`src/rtl/fir_pkg.sv`:
```
// Shared FIR register map, ap_ctrl bit positions and master state encoding.
// Used by both the AXI-lite master sequencer and the FIR slave.
package fir_pkg;

  localparam logic [11:0] ADDR_AP_CTRL  = 12'h000;
  localparam logic [11:0] ADDR_DATA_LEN = 12'h010;
  localparam logic [11:0] ADDR_TAP_BASE = 12'h020;

  localparam int AP_START_BIT = 0;
  localparam int AP_DONE_BIT  = 1;
  localparam int AP_IDLE_BIT  = 2;

  typedef enum logic [2:0] {
    S_IDLE,
    S_WR_LEN,
    S_WR_TAP,
    S_WR_START,
    S_POLL_AR,
    S_POLL_R,
    S_FINISH
  } state_e;

  function automatic logic [11:0] tap_addr(input logic [3:0] idx);
    return ADDR_TAP_BASE + {6'd0, idx, 2'b00};
  endfunction

endpackage

```
`src/rtl/axil_wr_xact.sv`:
```
// Single AXI-lite write: AW and W raised together, each dropped after its
// own handshake; complete fires in the cycle the last handshake lands.
module axil_wr_xact #(
  parameter int AW = 12,
  parameter int DW = 32
) (
  input  logic          clk,
  input  logic          rst_n,
  input  logic          go,
  input  logic [AW-1:0] addr,
  input  logic [DW-1:0] data,
  output logic          complete,
  output logic          awvalid,
  input  logic          awready,
  output logic [AW-1:0] awaddr,
  output logic          wvalid,
  input  logic          wready,
  output logic [DW-1:0] wdata
);

  logic          aw_q, w_q;
  logic [AW-1:0] addr_q;
  logic [DW-1:0] data_q;
  logic          active;

  assign active   = aw_q | w_q;
  assign complete = active
                  & (~aw_q | awready)
                  & (~w_q  | wready);

  always_ff @(posedge clk or negedge rst_n) begin
    if (!rst_n) begin
      aw_q   <= 1'b0;
      w_q    <= 1'b0;
      addr_q <= '0;
      data_q <= '0;
    end else if (!active) begin
      if (go) begin
        aw_q   <= 1'b1;
        w_q    <= 1'b1;
        addr_q <= addr;
        data_q <= data;
      end
    end else begin
      if (aw_q && awready) aw_q <= 1'b0;
      if (w_q && wready)   w_q  <= 1'b0;
    end
  end

  assign awvalid = aw_q;
  assign wvalid  = w_q;
  assign awaddr  = addr_q;
  assign wdata   = data_q;

endmodule

```
`src/rtl/fir_axil_master.sv`:
```
// AXI-lite master that programs the FIR slave (length, taps, ap_start)
// and polls ap_ctrl until ap_done or the poll budget runs out.
module fir_axil_master
  import fir_pkg::*;
#(
  parameter int pADDR_WIDTH = 12,
  parameter int pDATA_WIDTH = 32,
  parameter int Tape_Num    = 11,
  parameter int POLL_MAX    = 1024
) (
  input  logic                   axis_clk,
  input  logic                   axis_rst_n,
  output logic                   awvalid,
  input  logic                   awready,
  output logic [pADDR_WIDTH-1:0] awaddr,
  output logic                   wvalid,
  input  logic                   wready,
  output logic [pDATA_WIDTH-1:0] wdata,
  output logic                   arvalid,
  input  logic                   arready,
  output logic [pADDR_WIDTH-1:0] araddr,
  input  logic                   rvalid,
  output logic                   rready,
  input  logic [pDATA_WIDTH-1:0] rdata,
  input  logic                   tap_we,
  input  logic [3:0]             tap_idx,
  input  logic [pDATA_WIDTH-1:0] tap_wdata,
  input  logic                   cfg_start,
  input  logic [pDATA_WIDTH-1:0] cfg_len,
  output logic                   busy,
  output logic                   done,
  output logic                   err
);

  localparam int         PW       = $clog2(POLL_MAX + 1);
  localparam logic [3:0] TAP_LAST = 4'(Tape_Num - 1);

  state_e                 state_q, state_d;
  logic [pDATA_WIDTH-1:0] len_q, len_d;
  logic [3:0]             tap_cnt_q, tap_cnt_d;
  logic [PW-1:0]          poll_q, poll_d;
  logic                   err_q, err_d;
  logic [pDATA_WIDTH-1:0] tap_q [Tape_Num];

  logic                   wr_go, wr_done;
  logic [pADDR_WIDTH-1:0] wr_addr;
  logic [pDATA_WIDTH-1:0] wr_data;
  logic                   unused_rd;

  assign unused_rd = ^{rdata[pDATA_WIDTH-1:AP_DONE_BIT+1],
                       rdata[AP_DONE_BIT-1:0]};

  always_ff @(posedge axis_clk or negedge axis_rst_n) begin
    if (!axis_rst_n) begin
      for (int i = 0; i < Tape_Num; i++) tap_q[i] <= '0;
    end else if (tap_we && state_q == S_IDLE
                 && int'(tap_idx) < Tape_Num) begin
      tap_q[tap_idx] <= tap_wdata;
    end
  end

  always_ff @(posedge axis_clk or negedge axis_rst_n) begin
    if (!axis_rst_n) begin
      state_q   <= S_IDLE;
      len_q     <= '0;
      tap_cnt_q <= '0;
      poll_q    <= '0;
      err_q     <= 1'b0;
    end else begin
      state_q   <= state_d;
      len_q     <= len_d;
      tap_cnt_q <= tap_cnt_d;
      poll_q    <= poll_d;
      err_q     <= err_d;
    end
  end

  always_comb begin
    state_d   = state_q;
    len_d     = len_q;
    tap_cnt_d = tap_cnt_q;
    poll_d    = poll_q;
    err_d     = err_q;
    wr_go     = 1'b0;
    wr_addr   = '0;
    wr_data   = '0;
    unique case (state_q)
      S_IDLE: begin
        if (cfg_start) begin
          state_d = S_WR_LEN;
          len_d   = cfg_len;
          err_d   = 1'b0;
        end
      end
      S_WR_LEN: begin
        wr_go   = 1'b1;
        wr_addr = pADDR_WIDTH'(ADDR_DATA_LEN);
        wr_data = len_q;
        if (wr_done) state_d = S_WR_TAP;
      end
      S_WR_TAP: begin
        wr_go   = 1'b1;
        wr_addr = pADDR_WIDTH'(tap_addr(tap_cnt_q));
        wr_data = tap_q[tap_cnt_q];
        if (wr_done) begin
          if (tap_cnt_q == TAP_LAST) begin
            tap_cnt_d = '0;
            state_d   = S_WR_START;
          end else begin
            tap_cnt_d = tap_cnt_q + 4'd1;
          end
        end
      end
      S_WR_START: begin
        wr_go   = 1'b1;
        wr_addr = pADDR_WIDTH'(ADDR_AP_CTRL);
        wr_data[AP_START_BIT] = 1'b1;
        if (wr_done) state_d = S_POLL_AR;
      end
      S_POLL_AR: begin
        if (arready) state_d = S_POLL_R;
      end
      S_POLL_R: begin
        if (rvalid) begin
          if (rdata[AP_DONE_BIT]) begin
            state_d = S_FINISH;
          end else if (int'(poll_q) + 1 >= POLL_MAX) begin
            err_d   = 1'b1;
            state_d = S_FINISH;
          end else begin
            poll_d  = poll_q + 1'b1;
            state_d = S_POLL_AR;
          end
        end
      end
      S_FINISH: begin
        poll_d  = '0;
        state_d = S_IDLE;
      end
      default: state_d = S_IDLE;
    endcase
  end

  axil_wr_xact #(
    .AW(pADDR_WIDTH),
    .DW(pDATA_WIDTH)
  ) u_wr (
    .clk     (axis_clk),
    .rst_n   (axis_rst_n),
    .go      (wr_go),
    .addr    (wr_addr),
    .data    (wr_data),
    .complete(wr_done),
    .awvalid (awvalid),
    .awready (awready),
    .awaddr  (awaddr),
    .wvalid  (wvalid),
    .wready  (wready),
    .wdata   (wdata)
  );

  assign arvalid = (state_q == S_POLL_AR);
  assign rready  = (state_q == S_POLL_R);
  assign araddr  = pADDR_WIDTH'(ADDR_AP_CTRL);
  assign busy    = (state_q != S_IDLE);
  assign done    = (state_q == S_FINISH);
  assign err     = err_q;

endmodule

```
`config.mk`:
```
export PLATFORM = sky130hd
export DESIGN_NAME = fir_axil_master
export DESIGN_NICKNAME = d
export VERILOG_FILES = /design/src/rtl/fir_pkg.sv /design/src/rtl/axil_wr_xact.sv /design/src/rtl/fir_axil_master.sv
export SDC_FILE = /design/constraint.sdc
export NUM_CORES = 1
export LEC_CHECK = 0
export BUFFER_PORTS_ARGS = -buffer_cell sky130_fd_sc_hd__buf_2
export CAP_MARGIN = 20
export CORE_MARGIN = 2
export CORE_UTILIZATION = 52
export CTS_CLUSTER_DIAMETER = 200
export CTS_CLUSTER_SIZE = 12
export DETAILED_ROUTE_END_ITERATION = 12
export PLACE_DENSITY_LB_ADDON = 0.1
export SYNTH_ARGS = -nofsm -noshare
export SYNTH_HDL_FRONTEND = slang
export SYNTH_SLANG_ARGS = --single-unit
```
`constraint.sdc`:
```
create_clock -name axis_clk -period 5.2 [get_ports axis_clk]
set_input_delay 0.26 -clock axis_clk [delete_from_list [all_inputs] [get_ports axis_clk]]
set_output_delay 0.26 -clock axis_clk [all_outputs]
set_load 0.05 [all_outputs]
```
==> metrics.cfg <==
[clock_tree]
cts.repair.resized=0
htreeDepth=2
cts_setup_buffers=0
clk_path_buf_depth=3
clockRootBuffer=clkbuf_16
clk-insertion-delay-late_ps=560
cts_tree=built
hold_buffers=35
numClockSinks=442
cts_inserted_buffers=42
clk_pin_slew_ps=60

[detailed_routing]
drcViolationCount=0
route.antenna.remaining_nets=0
detail_route.iter0.violations=646
routed_wirelength_um=47800
number_of_vias_after_detailed_routing=12534
detail_route.vias_per_cell=5.87
average_routed_wire_per_standard_cell_um=22.4
drt_pre_antenna_iters=4

[synth]
avgSynthCellArea_um2=13.4
number_of_standard_cells_after_synthesis=1520
post-synth-top-area-fraction_pct=54.3
yosys.cell_types.count=64
synthesis.area_um2=20400
synthDominantAreaCellType=dfrtp_1
synth_common_cells=dfrtp_1, mux2_2, mux2i_1, nand2_1, clkbuf_1
largest_family_of_logic_cells_by_synthesized_area=multiplexers
synth_async_sr_flop_share_pct=100
synth_enable_flop_cells=0
most_instantiated_library_cell_after_synthesis=dfrtp_1
synth_xor_area_share_pct=0.172
arithmetic_cell_share_of_the_synthesized_area_counting_full_adders_half_adders_and_majority_gates_pct=0.123
yosys.area_share.simple_pct=4.54
synth.top_cells.by_area=dfrtp_1, mux2_2, mux2i_1
ys.flop_type=dfrtp_1
ys.warnings.count=0
synth_compound_gate_area_share_pct=6.56
post_synth_mux_area_share_pct=30.7
synth_seq_area_share_pct=54.3
flip_flop_and_latch_count_after_synthesis=442

[sta]
setup_tns_ps=0
timing.max_slew.rel_slack_pct=27.3
finClkSkew_ps=9.12
setup_viol=0
fmax_mhz=286
drv_slew=0
hold_viol=0
finalWorstPathRequiredPeriod_ps=3500
tightestPinTransition_ps=1090
fin_crit_sh_pct=67.3
grt_setup_unrepaired=false

[cells_and_area]
num-nets-final=1726
n_antenna_cell=0
areaGrowthSynthToFinish_pct=12.0
final_layout_size_suffix_gt1_share_pct=40.9
filler_cell_count=3167
final_non_filler_cells=2137
postLayoutCoreUtil_pct=59.1

[power_and_ir_drop]
power.net_switching_uw=4690
max-vdd-ir-drop_v=0.000285
power.sequential.fraction_pct=43.9
power_per_cell_area_nw_per_um2=593
power.combinational.fraction_pct=35.6
power_frac_clock_pct=20.4
finalPower_uw=13500
static-leakage-power_uw=0.0107
sw_frac_of_total_pct=34.6
internal_power_uw=8860

[global_routing]
grt_pass1_wl_um=75900
grt_antenna_before_repair=1
globalRouteOverflowTotal=0
first_global_vias=13017
grt_util_all_layers_pct=24.1
largest_net_degree_at_the_start_of_global_routing=129

[status]
run_status=complete, no violations

[die]
chip_width_um=202
floorplan.die.height_um=202
design.portCount=171
start_util_pct=52.7
die-area_um2=40800
std_cell_rows=72
core_region_area_um2=38600

[setup_path]
critPathArrivalTime_ps=3940
cells_along_the_critical_path=nor3_2, inv_2, or3_4, nor2_4, buf_4, mux2_2
critical_path.slowest_cell=nor2_4
critical-path-max-stage-delay_ps=770
worstPathMaxFanout=20
kind_of_start_point_of_the_critical_path=flip-flop
ff2ff_setup_slack_ps=1700
critPathKind=reg -> reg
critical_path.endpoint_type=flip-flop
required_time_of_the_critical_path_ps=5640

[place]
gp_congestion=0.766
place.detailed.instances=2054
port_buffers=120
post-dp-hpwl_um=26900

[hold_path]
hold_class=in -> reg

[run]
max_cap_violations=0

## cells by family after synthesis
group	Yosys count
multiplexers	535
adder cells (fa/ha/maj)	2
AO/OA/AOI/OAI	202
other	1
AND/OR/NAND/NOR	181
flip-flops	442
XOR/XNOR	4
buffers and inverters	153
## layout make-up
type                    count  area, µm²  area share (%)
repair buffers            183       1240            5.44
multi-input cells         943       8710            38.2
well taps                 518        648            2.84
flip-flops and latches    442      11100            48.5
inverters                   4       15.0          0.0658
clock buffers              47       1140            5.01
## metrics by stage
| stage | cell area, µm² | setup slack (ps) | hold WS, ps |
|---|---|---|---|
| 2_1_floorplan | 20400 | 2840 | -35.6 |
| 3_3_place_gp | 21300 | 1760 | 456 |
| 3_5_place_dp | 21300 | 1720 | 459 |
| 4_1_cts | 22800 | 1680 | 0.689 |
| 5_1_grt | 22800 | 1490 | 46.0 |
| 6_report | 22800 | 1700 | 27.6 |
## routing by layer
layer	global-route usage [%]	wire, µm	share of wire [%]
met4	6.20	964	2.0
met2	39.6	22600	47
met1	33.9	22200	46
met5	0	11	0.023
met3	3.63	2000	4.2
## critical path: cells and delay by family, from the launching register on
kind | cells | cell delay (ps)
flip-flops | 1 | 630
AND/OR/NAND/NOR | 3 | 1840
buffers and inverters | 2 | 520
multiplexers | 1 | 370
## placed cells by master, fill, tap and decap left out, drive strengths merged, types with 23 or more instances in the layout
| master | instances |
|---|---|
| buf | 148 |
| mux4 | 30 |
| nand2 | 76 |
| a22oi | 25 |
| clkbuf | 47 |
| o21ai | 68 |
| mux2i | 83 |
| dlygate4sd3 | 35 |
| mux2 | 422 |
| dfrtp | 442 |
| nor2 | 34 |
| a21oi | 23 |
## power groups by stage
stage               Clock [µW]  Sequential (µW)  Combinational [µW]
finish                    2770             5950                4830
global route              2980             6160                5280
CTS                       2840             5940                4870
detailed placement           0             6000                4830
global placement             0             5920                4710
floorplan                    0             5960                3580
## flip-flops by register name, summed over array words and instances (netlist names)
signal	cells
err	1
len_q	32
poll_q	11
state_q	3
tap_cnt_q	4
tap_q	352
u_wr.awaddr	5
u_wr.awvalid	1
u_wr.wdata	32
u_wr.wvalid	1
## worst paths after layout
kind | cells after the start | to | startpoint
max | 6 | tap_q[261] | state_q[2]
max in group asynchronous | 3 | tap_cnt_q[0] | axis_rst_n
min reg2reg | 2 | u_wr.awaddr[6] | u_wr.awaddr[6]
min in group asynchronous | 2 | tap_q[272] | axis_rst_n
min | 3 | u_wr.awvalid | awready
max reg2reg | 6 | tap_q[261] | state_q[2]
Note: power is estimated with default switching activity, not from simulation.
